### src/rtl/clksel_pkg.sv
// Shared definitions for the HS/LS clock-switch sequencer.
// Holds the state encoding, the divider codes and the host address map
// constants, plus a helper that folds the config divider into a switch code.
package clksel_pkg;

  typedef enum logic [1:0] {
    ST_HS     = 2'b00,
    ST_REQ_LS = 2'b01,
    ST_LS     = 2'b10,
    ST_REQ_HS = 2'b11
  } state_e;

  localparam logic [1:0] DIV1 = 2'b00;
  localparam logic [1:0] DIV2 = 2'b01;
  localparam logic [1:0] DIV4 = 2'b10;

  localparam logic [7:0] HOST_BANK = 8'hFF;
  localparam logic [7:0] IO_BANK   = 8'h00;
  localparam logic [7:0] IO_LO     = 8'hFC;
  localparam logic [7:0] IO_HI     = 8'hFE;

  // Config divider 00 = /1, 01 = /2, 1x = /4.
  function automatic logic [1:0] div_code(input logic [1:0] cfg);
    logic [1:0] code;
    code = DIV1;
    if (cfg[1])      code = DIV4;
    else if (cfg[0]) code = DIV2;
    return code;
  endfunction

endpackage : clksel_pkg

### src/rtl/clksel_host_decode.sv
// Combinational bus-cycle decode for the clock sequencer.
// Ports:
//   addr    : CPU address, bank in [23:16]
//   vda/vpa : valid data / program address strobes
//   valid_c : cycle carries a valid address
//   host_c  : address falls in host memory (bank FF) or host I/O (00:FC00-00:FEFF)
module clksel_host_decode
  import clksel_pkg::*;
(
  input  logic [23:0] addr,
  input  logic        vda,
  input  logic        vpa,
  output logic        valid_c,
  output logic        host_c
);

  logic [7:0] bank;
  logic [7:0] page;
  logic       unused_addr_c;

  always_comb begin
    bank          = addr[23:16];
    page          = addr[15:8];
    valid_c       = vda | vpa;
    host_c        = (bank == HOST_BANK) |
                    ((bank == IO_BANK) & (page >= IO_LO) & (page <= IO_HI));
    // Byte offset within a page never affects host classification.
    unused_addr_c = ^addr[7:0];
  end

endmodule : clksel_host_decode

### src/rtl/clksel_sequencer.sv
// Initiator side of the HS/LS clock-switch handshake.
// Forces LS clocking for host accesses, holds LS for HOLDOFF valid non-host
// cycles before asking for HS again, and flags a sticky error when the switch
// does not acknowledge a request within TIMEOUT cycles.
// Ports:
//   cpuclk_in, rst      : CPU output clock, async active-high reset
//   addr, vda, vpa      : 65816 bus cycle
//   force_ls, cfg_div   : stay-in-LS config, requested divider
//   hsclk_selected,
//   lsclk_selected      : switch feedback
//   hsclk_sel           : HS request to the switch
//   cpuclk_div_sel      : divider select (only updated while in LS)
//   rdy                 : CPU RDY
//   sw_err              : sticky handshake timeout
//   state_o             : current state for debug
// Build option: CLKSEL_RDY_STALL_EN drops rdy during REQ_LS/REQ_HS;
// without it rdy stays 1.
module clksel_sequencer
  import clksel_pkg::*;
#(
  parameter int unsigned HOLDOFF   = 8,
  parameter int unsigned HOLDOFF_W = 4,
  parameter int unsigned TIMEOUT   = 64,
  parameter int unsigned TIMEOUT_W = 7
) (
  input  logic        cpuclk_in,
  input  logic        rst,
  input  logic [23:0] addr,
  input  logic        vda,
  input  logic        vpa,
  input  logic        force_ls,
  input  logic [1:0]  cfg_div,
  input  logic        hsclk_selected,
  input  logic        lsclk_selected,
  output logic        hsclk_sel,
  output logic [1:0]  cpuclk_div_sel,
  output logic        rdy,
  output logic        sw_err,
  output logic [1:0]  state_o
);

  localparam logic [HOLDOFF_W-1:0] HOLDOFF_RELOAD = HOLDOFF_W'(HOLDOFF);
  localparam logic [TIMEOUT_W-1:0] TIMEOUT_LIMIT  = TIMEOUT_W'(TIMEOUT);
  localparam logic [TIMEOUT_W-1:0] TIMEOUT_MAX    = {TIMEOUT_W{1'b1}};

  state_e               state_q, state_d;
  logic                 hsclk_sel_q, hsclk_sel_d;
  logic [1:0]           div_sel_q, div_sel_d;
  logic [HOLDOFF_W-1:0] holdoff_q, holdoff_d;
  logic [TIMEOUT_W-1:0] timeout_q, timeout_d;
  logic                 sw_err_q, sw_err_d;
  logic                 rdy_q, rdy_d;

  logic                 valid_c;
  logic                 host_c;
  logic                 host_hit_c;
  logic                 want_ls_c;
  logic                 ls_done_c;
  logic                 hs_done_c;
  logic [TIMEOUT_W-1:0] timeout_inc_c;

  clksel_host_decode u_decode (
    .addr    (addr),
    .vda     (vda),
    .vpa     (vpa),
    .valid_c (valid_c),
    .host_c  (host_c)
  );

  // Next-state and registered-output logic.
  always_comb begin
    state_d     = state_q;
    hsclk_sel_d = hsclk_sel_q;
    div_sel_d   = div_sel_q;
    holdoff_d   = holdoff_q;
    timeout_d   = timeout_q;
    sw_err_d    = sw_err_q;

    host_hit_c    = valid_c & host_c;
    want_ls_c     = host_hit_c | force_ls;
    // Both or neither feedback bits set means the switch is still in flight.
    ls_done_c     = lsclk_selected & ~hsclk_selected;
    hs_done_c     = hsclk_selected & ~lsclk_selected;
    timeout_inc_c = (timeout_q == TIMEOUT_MAX) ? timeout_q
                                               : timeout_q + TIMEOUT_W'(1);

    case (state_q)
      ST_HS: begin
        if (want_ls_c) begin
          state_d     = ST_REQ_LS;
          hsclk_sel_d = 1'b0;
          holdoff_d   = HOLDOFF_RELOAD;
          timeout_d   = '0;
        end
      end

      ST_REQ_LS: begin
        if (ls_done_c) begin
          state_d = ST_LS;
        end else begin
          timeout_d = timeout_inc_c;
          if (timeout_inc_c == TIMEOUT_LIMIT) sw_err_d = 1'b1;
        end
      end

      ST_LS: begin
        // Divider only moves while running on the LS clock.
        div_sel_d = div_code(cfg_div);
        if (host_hit_c) begin
          holdoff_d = HOLDOFF_RELOAD;
        end else if (valid_c && (holdoff_q != '0)) begin
          holdoff_d = holdoff_q - HOLDOFF_W'(1);
        end
        if ((holdoff_q == '0) && !force_ls && !host_hit_c) begin
          state_d     = ST_REQ_HS;
          hsclk_sel_d = 1'b1;
          timeout_d   = '0;
        end
      end

      ST_REQ_HS: begin
        // A new LS demand wins over a completing HS switch.
        if (want_ls_c) begin
          state_d     = ST_REQ_LS;
          hsclk_sel_d = 1'b0;
          holdoff_d   = HOLDOFF_RELOAD;
          timeout_d   = '0;
        end else if (hs_done_c) begin
          state_d = ST_HS;
        end else begin
          timeout_d = timeout_inc_c;
          if (timeout_inc_c == TIMEOUT_LIMIT) sw_err_d = 1'b1;
        end
      end

      default: begin
        state_d     = ST_LS;
        hsclk_sel_d = 1'b0;
      end
    endcase

`ifdef CLKSEL_RDY_STALL_EN
    rdy_d = (state_d == ST_HS) || (state_d == ST_LS);
`else
    rdy_d = 1'b1;
`endif
  end

  // State and output registers; reset lands in LS to match the switch.
  always_ff @(posedge cpuclk_in or posedge rst) begin
    if (rst) begin
      state_q     <= ST_LS;
      hsclk_sel_q <= 1'b0;
      div_sel_q   <= DIV1;
      holdoff_q   <= HOLDOFF_RELOAD;
      timeout_q   <= '0;
      sw_err_q    <= 1'b0;
      rdy_q       <= 1'b1;
    end else begin
      state_q     <= state_d;
      hsclk_sel_q <= hsclk_sel_d;
      div_sel_q   <= div_sel_d;
      holdoff_q   <= holdoff_d;
      timeout_q   <= timeout_d;
      sw_err_q    <= sw_err_d;
      rdy_q       <= rdy_d;
    end
  end

  assign hsclk_sel      = hsclk_sel_q;
  assign cpuclk_div_sel = div_sel_q;
  assign rdy            = rdy_q;
  assign sw_err         = sw_err_q;
  assign state_o        = state_q;

endmodule : clksel_sequencer

### config.mk
export PLATFORM = sky130hd
export DESIGN_NAME = clksel_sequencer
export DESIGN_NICKNAME = d
export VERILOG_FILES = /design/src/rtl/clksel_pkg.sv /design/src/rtl/clksel_host_decode.sv /design/src/rtl/clksel_sequencer.sv
export SDC_FILE = /design/constraint.sdc
export NUM_CORES = 1
export LEC_CHECK = 0
export BUFFER_PORTS_ARGS = -buffer_cell sky130_fd_sc_hd__buf_2
export CORE_MARGIN = 5
export CORE_UTILIZATION = 54
export CTS_CLUSTER_SIZE = 8
export DETAILED_ROUTE_END_ITERATION = 12
export PLACE_DENSITY_LB_ADDON = 0.12
export SETUP_SLACK_MARGIN = 0.05
export SYNTH_ARGS = -nofsm -noshare
export SYNTH_HDL_FRONTEND = slang
export SYNTH_SLANG_ARGS = --single-unit
### constraint.sdc
create_clock -name cpuclk_in -period 4.75 [get_ports cpuclk_in]
set_input_delay 1.425 -clock cpuclk_in [delete_from_list [all_inputs] [get_ports cpuclk_in]]
set_output_delay 1.425 -clock cpuclk_in [all_outputs]
set_load 0.02 [all_outputs]
Word-level counts from Yosys, hierarchy flattened
Index checks and enable logic that the tools add are counted.
- add/sub/neg operators: 2
- multipliers: 0
- div/mod/pow operators: 0
- $lt $le $gt $ge: 2
- equality and inequality tests: 16
- shifts and indexed selects: 0
- mux-type cells: 27
- bitwise gates (word level): 10
- reduce and logical (&&, ||, !) cells: 17
- operators with widths (operator ; count):
    $mux W7 ; 6
    $pmux W7 S4 ; 1
    $eq A7 B7 Y1 const B ; 2
    $mux W2 ; 6
    $mux W4 ; 3
    $ne A2 B2 Y1 const B ; 6
    $reduce_and A4 Y1 ; 3
    $ne A3 B3 Y1 const B ; 3
    $eq A8 B8 Y1 const B ; 1
    $ge A8 B8 Y1 const B ; 1
    $le A8 B8 Y1 const B ; 1
    $logic_not A8 Y1 ; 1
    $pmux W2 S4 ; 1
    $pmux W4 S2 ; 1
    $add A7 B1 Y7 const B ; 1
    $mux W1 ; 7
    $reduce_and A3 Y1 ; 2
    $and A1 B1 Y1 ; 5
    $eq A2 B2 Y1 const B ; 2
    $logic_not A4 Y1 ; 1
    $pmux W1 S2 ; 2
    $reduce_bool A2 Y1 ; 2
    $reduce_bool A4 Y1 ; 1
    $sub A4 B1 Y4 const B ; 1
    8 further kinds ; 14
- flip-flop bits (word level): 17
- latch bits: 0
- bits in writable memories: 0
- bits in read-only memories: 0
- bits of input ports: 33
- output and inout port bits: 7
- word-level logic and storage cells: 80
- memories: 0

Depth between registers and ports, before layout
Gate-level depths: netlist of the first run.
- word-level depth: 9
- depth in mapped cells: 9
- depth with buffers taken out: 8

By module
From an unflattened synthesis of the first run, not the netlist that was laid out.
- cell total of the unflattened synthesis: 129
- area, all modules: 1216.2 µm²
- by module, submodules not included (module ; instances ; cells an instance ; area an instance (µm²) ; sequential area each (µm²)):
    clksel_sequencer ; 1 ; 119 ; 1156.1 ; 427.9
    clksel_host_decode ; 1 ; 10 ; 60.1 ; 0.0

Worst setup path after synthesis of the first run
OpenSTA, ideal clock, no wires.
- path type: input to register
- start: input addr[8]
- end: register timeout_q[3]
- setup time: 0.125 ns
- arrival: 2.755 ns
- required time: 4.625 ns
- path slack: 1.871 ns
- stages: 6
- path buffers: 1
- cell sequence: a211oi_1 nand4_2 a41oi_2 o2111a_1 buf_6 mux2_2
- word-level cells in the longest chain between the ends: 9
- elaborated cells between the ends (all ways): 15
- those cells by class: order compare: 2; eq/ne: 3; mux: 2; bitwise: 5; reduce/logical: 3
- ends and longest elaborated chain (what ; RTL line ; source):
    from (decl) ; clksel_sequencer.sv:28 ; input logic [23:0] addr,
    $ge A8 B8 Y1 ; clksel_host_decode.sv:26 ; ((bank == IO_BANK) & (page >= IO_LO) & (page <= IO_HI));
    $and A1 B1 Y1 ; clksel_host_decode.sv:26 ;
    $and A1 B1 Y1 * ; clksel_host_decode.sv:26 ;
    $or A1 B1 Y1 * ; clksel_host_decode.sv:25 ; host_c = (bank == HOST_BANK) |
    $and A1 B1 Y1 * ; clksel_sequencer.sv:79 ; host_hit_c = valid_c & host_c;
    $logic_not A1 Y1 ; clksel_sequencer.sv:114 ; if ((holdoff_q == '0) && !force_ls && !host_hit_c) begin
    $logic_and A1 B1 Y1 ; clksel_sequencer.sv:114 ;
    $ne A2 B2 Y1 (no source line) ; - ;
    $reduce_and A4 Y1 (no source line) ; - ;
    to (signal assigned) ; clksel_sequencer.sv:164 ; timeout_q <= timeout_d;
    to (decl) ; clksel_sequencer.sv:50 ; logic [TIMEOUT_W-1:0] timeout_q, timeout_d;
Every way passes the cells marked *; elsewhere a longest branch is shown, timed or not.
A chain may end at the register's enable or synchronous reset.

Final worst setup path of the first run
Same ends and word-level chain as after synthesis.

==> metrics.txt, run 1 <==
# TYPE chip_impl_metric gauge
chip_impl_metric{name="required",unit="ps"} 4930
chip_impl_info{name="rr_startpoint",value="holdoff_q[0]"} 1
chip_impl_metric{name="finalWeightedCongestion",unit=""} 0.865
chip_impl_metric{name="synth_area_per_cell",unit="sq um"} 9.92
chip_impl_metric{name="post-cts-setup-buffers",unit=""} 0
chip_impl_metric{name="starting_utilization_of_the_core_area",unit=""} 0.561
chip_impl_metric{name="finalMaxSlewViolations",unit=""} 0
chip_impl_metric{name="hold_viol",unit=""} 0
chip_impl_metric{name="cts_max_level",unit=""} 1
chip_impl_metric{name="overall_power_of_the_completed_layout",unit="mW"} 0.785
chip_impl_metric{name="worst_skew_pair.late_latency",unit="ps"} 290
chip_impl_metric{name="cts_max_path_buffers",unit=""} 2
chip_impl_metric{name="num_vias",unit=""} 1133
chip_impl_metric{name="synth.lib_cells_used.distinct",unit=""} 55
chip_impl_metric{name="ctsHoldBuffers",unit=""} 0
chip_impl_metric{name="layout-area-overhead-vs-synth",unit="%"} 15.5
chip_impl_metric{name="relSlewSlack",unit=""} 0.578
chip_impl_metric{name="1st_pass_router_iterations",unit=""} 4
chip_impl_metric{name="mappedNetlistNets",unit=""} 165
chip_impl_metric{name="cp_slowest_stage_delay",unit="ps"} 480
chip_impl_metric{name="number_of_cells_in_the_finished_layout_apart_from_fillers",unit=""} 185
chip_impl_metric{name="finClkSkew",unit="ps"} 7.01
chip_impl_metric{name="grt-ovfl-total",unit=""} 0
chip_impl_metric{name="timing.reg2reg.worst_path_depth",unit=""} 7
chip_impl_metric{name="antenna_cells",unit=""} 0
chip_impl_metric{name="synth-seq-cells",unit=""} 17
chip_impl_metric{name="grt_max_degree",unit=""} 18
chip_impl_metric{name="tritoncts.num_buffers",unit=""} 3
chip_impl_metric{name="num-nets-final",unit=""} 198
chip_impl_metric{name="detailedRoute.firstIterationViolations",unit=""} 41
chip_impl_metric{name="report.final.setup_viol",unit=""} 0
chip_impl_metric{name="drv.max_cap_violation_count",unit=""} 0
chip_impl_metric{name="routedWlPerCell",unit="um"} 15.2
chip_impl_metric{name="yosysWarnings",unit=""} 0
chip_impl_metric{name="synth-seq-area-share",unit=""} 0.345
chip_impl_metric{name="core_region",unit="sq um"} 2210
chip_impl_metric{name="number_of_antenna_violations_at_the_first_check_in_global_routing",unit=""} 0
chip_impl_info{name="hold_path_startpoint",value="sw_err"} 1
chip_impl_metric{name="setup_tns",unit="ps"} 0
chip_impl_metric{name="worst-path-max-fanout",unit=""} 11
chip_impl_info{name="outcome",value="finished, final reports clean"} 1
chip_impl_metric{name="place_hpwl",unit="mm"} 2.24
chip_impl_metric{name="min_period",unit="ps"} 3010
chip_impl_metric{name="area.sequential",unit="sq um"} 428
chip_impl_metric{name="number_of_flops_mapped_to_enable_cells_by_yosys",unit=""} 0
chip_impl_info{name="cts.root.buffer_cell",value="sky130_fd_sc_hd__clkbuf_4"} 1
chip_impl_metric{name="multiInputGateArea",unit="sq um"} 763
chip_impl_metric{name="clkTransAtPathRegs",unit="ps"} 90
chip_impl_metric{name="fp.dieArea",unit="sq um"} 3350
chip_impl_metric{name="min_delay_path_depth",unit=""} 1
chip_impl_metric{name="critPathArrivalTime",unit="ps"} 3200
chip_impl_metric{name="drive_gt1_frac",unit=""} 0.306
chip_impl_metric{name="number_of_global_route_vias_before_repair",unit=""} 1155
chip_impl_metric{name="grt_pass1_wl",unit="mm"} 4.84
chip_impl_metric{name="io_buffers",unit=""} 30
chip_impl_info{name="worst_r2r_endpoint",value="timeout_q[3]"} 1
chip_impl_metric{name="ir_drop",unit="mV"} 0.375
chip_impl_metric{name="p_leak",unit="nW"} 0.685
chip_impl_metric{name="synthArstFlopShare",unit=""} 1.00
chip_impl_info{name="timing.critical_path.slowest_stage_cell",value="sky130_fd_sc_hd__o2111a_1"} 1
chip_impl_info{name="cp-end-kind",value="register"} 1
chip_impl_info{name="hold-path-endpoint",value="sw_err"} 1
chip_impl_metric{name="die_y",unit="um"} 57.9
chip_impl_metric{name="post-route-drc-count",unit=""} 0
chip_impl_info{name="synth_top_flop_cell",value="sky130_fd_sc_hd__dfrtp_1"} 1
chip_impl_metric{name="finalCoreUtilization",unit=""} 0.648
chip_impl_metric{name="max_freq",unit="MHz"} 332
chip_impl_metric{name="die-width",unit="um"} 57.9
chip_impl_metric{name="io_pins",unit=""} 40
chip_impl_metric{name="cts_num_sinks",unit=""} 17
chip_impl_metric{name="fill_cells",unit=""} 195
chip_impl_metric{name="grt_use_total",unit=""} 0.180
chip_impl_metric{name="timing.critical_path.buf_inv",unit=""} 1
chip_impl_info{name="setup_repair_after_global_routing_missed_its_margin",value="false"} 1
chip_impl_metric{name="syn_area",unit="sq um"} 1240
chip_impl_metric{name="routed_via_density",unit=""} 6.12
chip_impl_info{name="worst_hold_path_class",value="register to register"} 1
chip_impl_metric{name="number_of_core_rows",unit=""} 17
chip_impl_info{name="criticalPathCategory",value="input port to register"} 1
chip_impl_info{name="worstSetupStartpointType",value="input port"} 1
chip_impl_metric{name="reg2reg_setup_slack",unit="ps"} 2150
chip_impl_metric{name="power.density_cell_area",unit="nW/um^2"} 548
chip_impl_metric{name="whs",unit="ps"} 472
chip_impl_metric{name="postSynthCellCount",unit=""} 125
chip_impl_info{name="cpLargestDelayFamily",value="compound AO/OA/AOI/OAI gates"} 1
chip_impl_info{name="crit_path_cell_chain",value="buf_2, a211oi_1, nand4_2, a41oi_2, o2111a_1, mux2_2"} 1
chip_impl_metric{name="cells_resized_by_post_cts_repair",unit=""} 0
chip_impl_info{name="cts_tree",value="built"} 1
chip_impl_metric{name="drtAntennaViolNets",unit=""} 0
chip_impl_metric{name="totalWireLength",unit="mm"} 2.81
chip_impl_metric{name="final.period_utilization",unit=""} 0.635
chip_impl_metric{name="dp_cells",unit=""} 181
chip_impl_metric{name="timing_worst_slew_pin_value",unit="ps"} 633
[metrics by stage]
| step | worst slack (ps) | area, sq um |
|---|---|---|
| after global routing | 1630 | 1430 |
| final | 1740 | 1430 |
| after floorplan | 1870 | 1240 |
| after global placement | 1530 | 1410 |
| after detailed placement | 1440 | 1410 |
| after CTS | 1770 | 1430 |
[cells in the mapped netlist, drive strengths merged, types with 2 or more instances]
| cell type | instances | area (sq um) |
|---|---|---|
| ha | 7 | 87.6 |
| a21o | 3 | 22.5 |
| nor2b | 2 | 12.5 |
| o211ai | 2 | 15.0 |
| dfrtp | 15 | 375 |
| nand2 | 6 | 22.5 |
| o21ai | 8 | 43.8 |
| nand3 | 2 | 10.0 |
| nor3 | 2 | 10.0 |
| buf | 2 | 18.8 |
| and3 | 4 | 25.0 |
| a31o | 2 | 17.5 |
| and2 | 3 | 18.8 |
| mux2 | 4 | 48.8 |
| xor2 | 2 | 17.5 |
| a31oi | 3 | 25.0 |
| nor2 | 4 | 15.0 |
| nand2b | 2 | 12.5 |
| inv | 8 | 30.0 |
| and4 | 2 | 17.5 |
| dfstp | 2 | 52.6 |
| a32o | 2 | 20.0 |
| a21oi | 7 | 46.3 |
| nand4 | 6 | 43.8 |
| nor3b | 2 | 15.0 |
| a41oi | 2 | 25.0 |
[kinds of logic after synthesis]
group | count (synthesis) | share of synthesized area
compound gates | 40 | 0.250
xor+xnor | 3 | 0.0212
fa+ha+maj | 7 | 0.0706
buf+inv | 10 | 0.0394
flops | 17 | 0.345
mux | 5 | 0.0474
other cells | 1 | 0.00302
simple gates | 42 | 0.223
[per-layer routing]
| metal | share of wire | track usage |
|---|---|---|
| met5 | 0 | 0 |
| met2 | 0.56 | 0.352 |
| met1 | 0.38 | 0.196 |
| met4 | 0.0089 | 0.0430 |
| met3 | 0.049 | 0.0356 |
[area by class of cell]
class | instances | area share
tap | 28 | 0.0245
timing repair buffer | 30 | 0.105
sequential | 17 | 0.299
multi-input combinational | 98 | 0.533
inverter | 8 | 0.0210
clock buffer | 4 | 0.0183
[layout by cell type (no fill, tap or decap), types with 3 or more instances in the layout]
cell,Yosys,layout
sky130_fd_sc_hd__dfrtp_1,15,15
sky130_fd_sc_hd__o21ai_0,6,6
sky130_fd_sc_hd__inv_1,8,8
sky130_fd_sc_hd__buf_2,0,30
sky130_fd_sc_hd__a21o_1,3,3
sky130_fd_sc_hd__clkbuf_4,0,3
sky130_fd_sc_hd__mux2_2,3,3
sky130_fd_sc_hd__nand2_1,6,6
sky130_fd_sc_hd__nor2_1,4,4
sky130_fd_sc_hd__a21oi_1,6,6
sky130_fd_sc_hd__and3_1,4,4
sky130_fd_sc_hd__nand4_1,5,5
sky130_fd_sc_hd__and2_1,3,3
sky130_fd_sc_hd__ha_1,7,7
[power by group]
part	internal [mW]	total, mW	switching, mW
Combinational	0.211	0.465	0.254
Clock	0.0327	0.0785	0.0459
Sequential	0.198	0.241	0.0433
Total	0.442	0.785	0.343
[sequential cells by signal (all words and copies together), names as in the netlist]
signal,cells
hsclk_sel,1
state_o,2
holdoff_q,4
timeout_q,7
sw_err,1
cpuclk_div_sel,2
[worst max path at each step]
stage | start | to | slack, ps | cells after the start
2_1_floorplan | addr[8] | timeout_q[3] | 1870 | 6
3_3_place_gp | addr[8] | timeout_q[5] | 1530 | 6
3_5_place_dp | addr[8] | timeout_q[3] | 1440 | 6
4_1_cts | addr[8] | timeout_q[3] | 1770 | 6
5_1_grt | addr[8] | timeout_q[3] | 1630 | 6
6_report | addr[8] | timeout_q[3] | 1740 | 6
Note: power is estimated with default switching activity, not from simulation.
==> run 2: changes to the inputs <==
ABC_AREA = 1   (was default)
CORE_UTILIZATION = 47   (was 54)
clock period = 2.5 ns   (was 4.75 ns; I/O delays follow)
==> run 2 against run 1 <==
Compared with the run above: sequential share of layout area decreased by 4.6 points; first-iteration DRC count increased by 120%; highest routed layer unchanged; final cell count increased by 62%.
==> metrics.txt, run 2 <==
# TYPE chip_impl_metric gauge
chip_impl_metric{name="ir_drop",unit="mV"} 0.625
chip_impl_metric{name="post-cts-setup-buffers",unit=""} 0
chip_impl_info{name="top_regs",value="timeout_q x7, holdoff_q x4"} 1
chip_impl_metric{name="core_region",unit="sq um"} 3050
chip_impl_metric{name="syn_area",unit="sq um"} 1490
chip_impl_info{name="outcome",value="finished, final reports clean"} 1
chip_impl_metric{name="cells_resized_by_post_cts_repair",unit=""} 0
chip_impl_info{name="register_bank_with_the_most_flops",value="timeout_q"} 1
chip_impl_metric{name="critPathArrivalTime",unit="ps"} 1060
chip_impl_metric{name="place_hpwl",unit="mm"} 2.51
chip_impl_info{name="crit_path_cell_chain",value="buf_2"} 1
chip_impl_metric{name="setup_tns",unit="ps"} 0
chip_impl_metric{name="die_y",unit="um"} 66.3
chip_impl_metric{name="die-width",unit="um"} 66.3
chip_impl_metric{name="report.final.setup_viol",unit=""} 0
chip_impl_info{name="cpLargestDelayFamily",value="flip-flops"} 1
chip_impl_metric{name="min_period",unit="ps"} 1810
chip_impl_metric{name="synth_area_per_cell",unit="sq um"} 6.62
chip_impl_metric{name="postSynthCellCount",unit=""} 225
chip_impl_metric{name="timing.critical_path.buf_inv",unit=""} 1
chip_impl_metric{name="cts_max_level",unit=""} 1
chip_impl_metric{name="finClkSkew",unit="ps"} 5.05
chip_impl_metric{name="number_of_global_route_vias_before_repair",unit=""} 1367
chip_impl_info{name="commonest_cells_in_the_netlist",value="sky130_fd_sc_hd__nand2_1 (74), sky130_fd_sc_hd__inv_1 (31), sky130_fd_sc_hd__nor2_1 (24), sky130_fd_sc_hd__dfrtp_1 (15)"} 1
chip_impl_metric{name="power.density_cell_area",unit="nW/um^2"} 907
chip_impl_metric{name="mappedNetlistNets",unit=""} 265
chip_impl_metric{name="antenna_cells",unit=""} 0
chip_impl_metric{name="grt_use_total",unit=""} 0.165
chip_impl_metric{name="yosysWarnings",unit=""} 0
chip_impl_metric{name="synth.lib_cells_used.distinct",unit=""} 29
chip_impl_info{name="synth.top_cells.by_area",value="sky130_fd_sc_hd__dfrtp_1 (25%), sky130_fd_sc_hd__nand2_1 (19%), sky130_fd_sc_hd__inv_1 (7.8%)"} 1
chip_impl_info{name="yosys.area.top_type",value="sky130_fd_sc_hd__dfrtp_1"} 1
chip_impl_metric{name="cp_slowest_stage_delay",unit="ps"} 590
chip_impl_metric{name="synthArstFlopShare",unit=""} 1.00
chip_impl_metric{name="pre_cts_slack",unit="ps"} 442
chip_impl_info{name="synth_top_flop_cell",value="sky130_fd_sc_hd__dfrtp_1"} 1
chip_impl_metric{name="timing_worst_slew_pin_value",unit="ps"} 666
chip_impl_metric{name="num_vias",unit=""} 1412
chip_impl_metric{name="detailedRoute.firstIterationViolations",unit=""} 89
chip_impl_metric{name="post-route-drc-count",unit=""} 0
chip_impl_metric{name="worst_skew_pair.late_latency",unit="ps"} 300
chip_impl_metric{name="worst-path-max-fanout",unit=""} 6
chip_impl_metric{name="number_of_antenna_violations_at_the_first_check_in_global_routing",unit=""} 0
chip_impl_metric{name="relSlewSlack",unit=""} 0.556
chip_impl_metric{name="drtAntennaViolNets",unit=""} 0
chip_impl_metric{name="cts_num_sinks",unit=""} 17
chip_impl_info{name="post-synth-top-count-cell",value="sky130_fd_sc_hd__nand2_1"} 1
chip_impl_metric{name="routed_via_density",unit=""} 4.72
chip_impl_metric{name="totalWireLength",unit="mm"} 3.17
chip_impl_info{name="setup_repair_after_global_routing_missed_its_margin",value="false"} 1
chip_impl_metric{name="p_leak",unit="nW"} 0.978
chip_impl_info{name="layout_commonest_cell",value="sky130_fd_sc_hd__nand2_1"} 1
chip_impl_metric{name="fp.dieArea",unit="sq um"} 4400
chip_impl_info{name="mostFrequentLayoutCells",value="sky130_fd_sc_hd__nand2_1 (74), sky130_fd_sc_hd__inv_1 (31), sky130_fd_sc_hd__buf_2 (30), sky130_fd_sc_hd__nor2_1 (24), sky130_fd_sc_hd__dfrtp_1 (15)"} 1
chip_impl_metric{name="io_pins",unit=""} 40
chip_impl_metric{name="grt_max_degree",unit=""} 18
chip_impl_metric{name="drive_gt1_frac",unit=""} 0.231
chip_impl_metric{name="drv.max_cap_violation_count",unit=""} 0
chip_impl_metric{name="grt_pass1_wl",unit="mm"} 5.72
chip_impl_metric{name="routedWlPerCell",unit="um"} 10.6
chip_impl_metric{name="largest_register_ffs",unit=""} 7
chip_impl_metric{name="finalWeightedCongestion",unit=""} 0.809
chip_impl_info{name="cts_tree",value="built"} 1
chip_impl_info{name="worst_hold_path_class",value="register to register"} 1
chip_impl_metric{name="tritoncts.num_buffers",unit=""} 3
chip_impl_metric{name="max_freq",unit="MHz"} 551
chip_impl_metric{name="finalMaxSlewViolations",unit=""} 0
chip_impl_metric{name="ctsHoldBuffers",unit=""} 0
chip_impl_info{name="cp-end-kind",value="output port"} 1
chip_impl_metric{name="io_buffers",unit=""} 30
chip_impl_metric{name="synth-seq-cells",unit=""} 17
chip_impl_metric{name="number_of_core_rows",unit=""} 20
chip_impl_metric{name="number_of_flops_mapped_to_enable_cells_by_yosys",unit=""} 0
chip_impl_info{name="timing.critical_path.slowest_stage_cell",value="sky130_fd_sc_hd__dfstp_2"} 1
chip_impl_metric{name="num-nets-final",unit=""} 296
chip_impl_metric{name="grt-ovfl-total",unit=""} 0
chip_impl_metric{name="hold_viol",unit=""} 0
chip_impl_metric{name="worst_slack",unit="ps"} 685
chip_impl_metric{name="clkTransAtPathRegs",unit="ps"} 100
chip_impl_metric{name="synthDominantCellAreaShare",unit=""} 0.252
chip_impl_metric{name="whs",unit="ps"} 474
chip_impl_info{name="cts.root.buffer_cell",value="sky130_fd_sc_hd__clkbuf_4"} 1
chip_impl_metric{name="layout-area-overhead-vs-synth",unit="%"} 13.7
chip_impl_metric{name="final.period_utilization",unit=""} 0.726
chip_impl_metric{name="cts_max_path_buffers",unit=""} 2
chip_impl_metric{name="fill_cells",unit=""} 337
chip_impl_info{name="criticalPathCategory",value="register to output port"} 1
chip_impl_metric{name="synth-seq-area-share",unit=""} 0.287
chip_impl_metric{name="1st_pass_router_iterations",unit=""} 4
chip_impl_metric{name="starting_utilization_of_the_core_area",unit=""} 0.488
chip_impl_info{name="worstSetupStartpointType",value="register"} 1
chip_impl_metric{name="required",unit="ps"} 1750
-- run 2: cell count changes in the layout (fill, tap and decap cells not counted), moves of 4 or more --
cell	previous run	this run
sky130_fd_sc_hd__and3_1	4	0
sky130_fd_sc_hd__inv_1	8	31
sky130_fd_sc_hd__nand2_1	6	74
sky130_fd_sc_hd__nand2_2	0	10
sky130_fd_sc_hd__nand3_1	2	10
sky130_fd_sc_hd__nand4_1	5	10
sky130_fd_sc_hd__nor2_1	4	24
sky130_fd_sc_hd__o21bai_1	1	7
-- run 2: final timing paths --
check | to | slack, ps | from | depth (start not counted)
worst max-delay path | state_o[1] | 690 | state_o[1] | 1
worst min-delay path | sw_err | 470 | sw_err | 2
worst max register to register | timeout_q[5] | 700 | state_o[1] | 9
worst min register to register | sw_err | 470 | sw_err | 2
max in group asynchronous | sw_err | 1550 | rst | 2
min in group asynchronous | holdoff_q[1] | 520 | rst | 2
-- run 2: power by group --
group          switching (mW)  internal [mW]  leakage (nW)
clock network          0.0961         0.0597        0.0177
registers              0.0740          0.372         0.213
logic                   0.595          0.339         0.747
-- run 2: final cells by class --
cell class,count,area [sq um],area share
sequential,17,428,0.253
clock buffer,3,22.5,0.0133
timing repair buffer,30,150,0.0886
clock inverter,1,5.00,0.00295
inverter,34,128,0.0753
multi-input combinational,170,906,0.535
tap,44,55.1,0.0325
-- run 2: kinds of logic after synthesis --
family,synth area share
AND/OR/NAND/NOR,0.461
buffers and inverters,0.105
flip-flops,0.287
AO/OA/AOI/OAI,0.0680
adder cells (fa/ha/maj),0.0588
XOR/XNOR,0.0176
other,0.00252
-- run 2: routing by layer --
| layer | routed length [um] | part of all wire | global-route usage | vias to the layer above |
|---|---|---|---|---|
| met5 | 0 | 0 | 0 | - |
| met2 | 1480 | 0.47 | 0.281 | 22 |
| met4 | 51 | 0.016 | 0.0482 | 0 |
| met1 | 1540 | 0.49 | 0.210 | 623 |
| li1 | - | - | - | 760 |
| met3 | 98 | 0.031 | 0.0289 | 7 |
-- run 2: metrics by stage --
stage | power (mW) | instances | utilization | cell area (sq um)
after CTS | 1.55 | 299 | 0.555 | 1690
final | 1.54 | 299 | 0.555 | 1690
after detailed placement | 1.40 | 295 | 0.546 | 1670
after global routing | 1.71 | 299 | 0.555 | 1690
after floorplan | 1.20 | 225 | - | 1490
after global placement | 1.39 | 295 | 0.546 | 1670
